**src/rtl/mem_bank.sv**
```systemverilog
// Single-port word memory with a power-on zeroing sweep, one-cycle registered
// reads and an error pulse for addresses beyond DEPTH-1.
module mem_bank #(
    parameter int WIDTH = 16,
    parameter int DEPTH = 16,
    localparam int AW = $clog2(DEPTH)
) (
    input  logic             clk,
    input  logic             rst,
    input  logic             sel,
    input  logic             wr,
    input  logic [AW-1:0]    addr,
    input  logic [WIDTH-1:0] wdata,
    output logic [WIDTH-1:0] rdata,
    output logic             rvalid,
    output logic             ready,
    output logic             err
);

    typedef enum logic {S_INIT, S_RUN} state_t;

    localparam logic [AW:0]   DEPTH_W = (AW+1)'(DEPTH);
    localparam logic [AW-1:0] LAST    = AW'(DEPTH - 1);

    state_t           state;
    state_t           state_nxt;
    logic [AW-1:0]    cnt;
    logic [WIDTH-1:0] mem [DEPTH];
    logic             inrange;
    logic             acc;

    // Addresses are AW bits wide, so DEPTH..2**AW-1 exist when DEPTH is not a power of two.
    assign inrange = ({1'b0, addr} < DEPTH_W);
    assign acc     = ready & sel;

    always_ff @(posedge clk or posedge rst) begin
        if (rst) begin
            state <= S_INIT;
        end else begin
            state <= state_nxt;
        end
    end

    always_comb begin
        state_nxt = state;
        if (state == S_INIT && cnt == LAST) begin
            state_nxt = S_RUN;
        end
    end

    always_comb begin
        ready = (state == S_RUN);
    end

    always_ff @(posedge clk or posedge rst) begin
        if (rst) begin
            cnt <= '0;
        end else if (state == S_INIT) begin
            cnt <= (cnt == LAST) ? '0 : cnt + AW'(1);
        end
    end

    // The array itself has no reset; only the sweep clears it.
    always_ff @(posedge clk) begin
        if (state == S_INIT) begin
            mem[cnt] <= '0;
        end else if (acc && wr && inrange) begin
            mem[addr] <= wdata;
        end
    end

    // Read stage: request at edge N, data and rvalid visible after edge N
    always_ff @(posedge clk or posedge rst) begin
        if (rst) begin
            rdata  <= '0;
            rvalid <= 1'b0;
            err    <= 1'b0;
        end else begin
            rvalid <= acc & ~wr;
            err    <= acc & ~inrange;
            if (acc && !wr) begin
                rdata <= inrange ? mem[addr] : '0;
            end
        end
    end

endmodule

```
**config.mk**
```make
export PLATFORM = sky130hd
export DESIGN_NAME = mem_bank
export DESIGN_NICKNAME = d
export VERILOG_FILES = /design/src/rtl/mem_bank.sv
export SDC_FILE = /design/constraint.sdc
export NUM_CORES = 1
export LEC_CHECK = 0
export ABC_CLOCK_PERIOD_IN_PS = 3500
export BUFFER_PORTS_ARGS = -buffer_cell sky130_fd_sc_hd__buf_2
export CAP_MARGIN = 25
export CORE_ASPECT_RATIO = 1.25
export CORE_UTILIZATION = 40
export DETAILED_ROUTE_END_ITERATION = 7
export SYNTH_ARGS = -nofsm -noshare
export SYNTH_HDL_FRONTEND = slang
export SYNTH_SLANG_ARGS = --single-unit
```
**constraint.sdc**
```tcl
create_clock -name clk -period 3.5 [get_ports clk]
set_clock_uncertainty 0.15 [all_clocks]
set_input_delay 0.175 -clock clk [delete_from_list [all_inputs] [get_ports clk]]
set_output_delay 0.175 -clock clk [all_outputs]
set_load 0.02 [all_outputs]
```
==> impl_metrics.ini <==
[final_layout]
drive_gt1_share_pct = 31.7
area_delta_synth_final_pct = 14.9
fillers = 2251
finalInstanceArea_um2 = 12600
final_common_cell = edfxtp_1
final_cell_mix = edfxtp_1, mux4_2, buf_2
diodes = 0
finalNetCount = 602

[clock_tree]
htree_levels = 1
clockBufferDepth = 3
clk_latency_ns = 0.53
postCtsSetupRepairBufs = 0
numCtsBuffers = 26
clkSinkCount = 278
cts_hold_buffers = 1
cts.clk_slew.worst_paths_ns = 0.07
cts_tree = yes
cts-resized-gates = 0
cts_root_buf = clkbuf_16

[synth]
post-synth-top-area-cell = edfxtp_1
synth_cell_types = 35
syn_avg_cell_area_um2 = 21.5
netlist_area_um2 = 10900
ys_seq_area_share_pct = 75.2
synth_area_leaders = edfxtp_1, mux4_2, dfrtp_1
synth_top_area_share_pct = 70.2
synth_seq_cells = 278
yosysWarnings = 0
synthCells = 510
syn_nets = 535

[outcome]
status = finished, final reports clean

[floorplan]
start_util_pct = 40.8
die_h_um = 187
fp.dieW_um = 150
die_area_um2 = 28000
core-area_um2 = 26800
placementRows = 67
io_pins = 43

[timing]
worst_pin_slew_ns = 1.00
fin_hold_ws_ns = 0.107
hold_viol = 0
relSlewSlack_pct = 33.1
max_freq_mhz = 352
finalSetupViolations = 0
slew_violations = 0
fin_crit_sh_pct = 81.1
finalSetupTns_ns = 0
worst_slack_ns = 0.661
period_needed_ns = 2.84
rsz0062_at_grt = false

[worst_setup_path]
crit_path_end_kind = register
cp_max_fo = 17
worstPathCellList = and3_1 > a32oi_1 > nor2_2
cp.required_ns = 3.49
critPathBufInv = 0
cpPeakStageDelay_ns = 0.83
cp_data_arrival_time_ns = 2.83
critPathTopFamily = simple AND/OR/NAND/NOR gates
cp-start-kind = register
cpMaxStageDelayCell = nor2_2
critPathKind = reg -> reg

[global_route]
grt_max_degree = 67
grt_pass1_vias = 5451
antenna_found_initial = 0
overflow = 0
grt_usage_pct = 17.4
grt_pass1_wl_mm = 35.4

[routing]
vias = 5186
avgViaCountPerCell = 5.51
avgRoutedWirePerCell_um = 25.1
drt_iter0_drc = 498
totalWireLength_mm = 23.6
route.detailed.drc = 0
ant_nets = 0
dr.pass1.iters = 4

[power]
leakagePower_nw = 4.75
ir_worst_vdd_v = 0.000359
powerDensity_nw_per_um2 = 544

[placement]
io_buffers = 41
placedInstanceArea_um2 = 11700
pre_cts_ws_ns = 0.673
dpl.hpwl_mm = 14.7
gp_congestion = 0.815

[run]
maxCapViolations = 0

[min_path]
hold_path_class = in -> reg
==> state kept, by name, indices dropped and copies added, names as in the netlist <==
register  count
mem         256
rdata        16
cnt           4
ready         1
rvalid        1
==> final timing paths <==
path	startpoint	endpoint	slack [ns]	cells past startpoint
hold / removal	wdata[6]	mem[4][6]	0.11	2
max in group asynchronous	rst	rdata[12]	2.54	4
min in group asynchronous	rst	rvalid	0.14	3
setup / recovery	ready	mem[14][1]	0.66	3
hold reg to reg	rdata[10]	rdata[10]	0.37	2
setup reg to reg	ready	mem[14][1]	0.66	3
==> area by class of cell <==
class                           instances  area, um2  share of cell area (%)
Sequential cell                       278       8240                    65.5
Clock buffer                           39        751                    5.97
Tap cell                              345        432                    3.43
Multi-Input combinational cell        199       2530                    20.1
Inverter                                5       18.8                   0.149
Timing Repair Buffer                   67        493                    3.92
Clock inverter                          9        121                   0.965
==> worst reg2reg max path: stages, from the launching register on <==
cell     delay, ns
dfrtp_1       0.54
and3_1        0.58
a32oi_1       0.34
nor2_2        0.83
==> layer usage <==
layer	up-vias	part of all wire (%)	global-route usage [%]
met3	36	6.2	2.80
li1	2247	-	-
met2	166	51	28.9
met4	0	1.8	4.97
met5	-	0	0
met1	2737	41	23.7
==> where the power goes <==
part / switching [mW] / internal [mW] / total, mW / leakage, nW
combinational: 0.198 / 0.123 / 0.322 / 1.27
sequential: 0.0184 / 3.64 / 3.66 / 3.06
clock: 1.17 / 1.70 / 2.87 / 0.425
total: 1.38 / 5.47 / 6.85 / 4.75
==> cell families after synthesis <==
| logic type | share of synthesized area [%] |
|---|---|
| DFF | 75.2 |
| muxes | 16.9 |
| and+or+nand+nor | 2.46 |
| AOI/OAI and AO/OA | 3.17 |
| buffers and inverters | 2.03 |
| adders and majority gates | 0.114 |
| other | 0.0342 |
| xor gates and xnor gates | 0.0800 |
==> through the flow <==
step / cells / util, % / power, mW
CTS: 941 / 46.8 / 6.90
global placement: 886 / 43.1 / 4.04
floorplan: 510 / - / 3.94
global route: 942 / 46.9 / 7.04
detailed placement: 892 / 43.6 / 4.06
finish: 942 / 46.9 / 6.85
==> cells in the mapped netlist <==
library cell and number:
nor3b_1 2, xnor2_1 1, and2_1 17, clkbuf_1 6, nor2b_1 2, a22oi_2 8, ha_1 1, mux2_2 16
mux4_1 19, nand2_1 3, a32oi_1 3, buf_12 2, nor2_1 20, buf_4 4, a22oi_1 9, edfxtp_1 256
buf_2 11, buf_6 5, o31ai_1 1, a21oi_1 4, mux4_2 43, o21ai_0 6, and3_1 1, a31oi_1 1
dfrtp_1 22, mux2i_1 20, nor3_1 1, nand3_1 1, inv_1 5, conb_1 1, o32a_1 1, o21ai_1 14
a31o_2 1, nand3b_4 1, nand2b_1 2
Power figures use the tool's default switching activity.
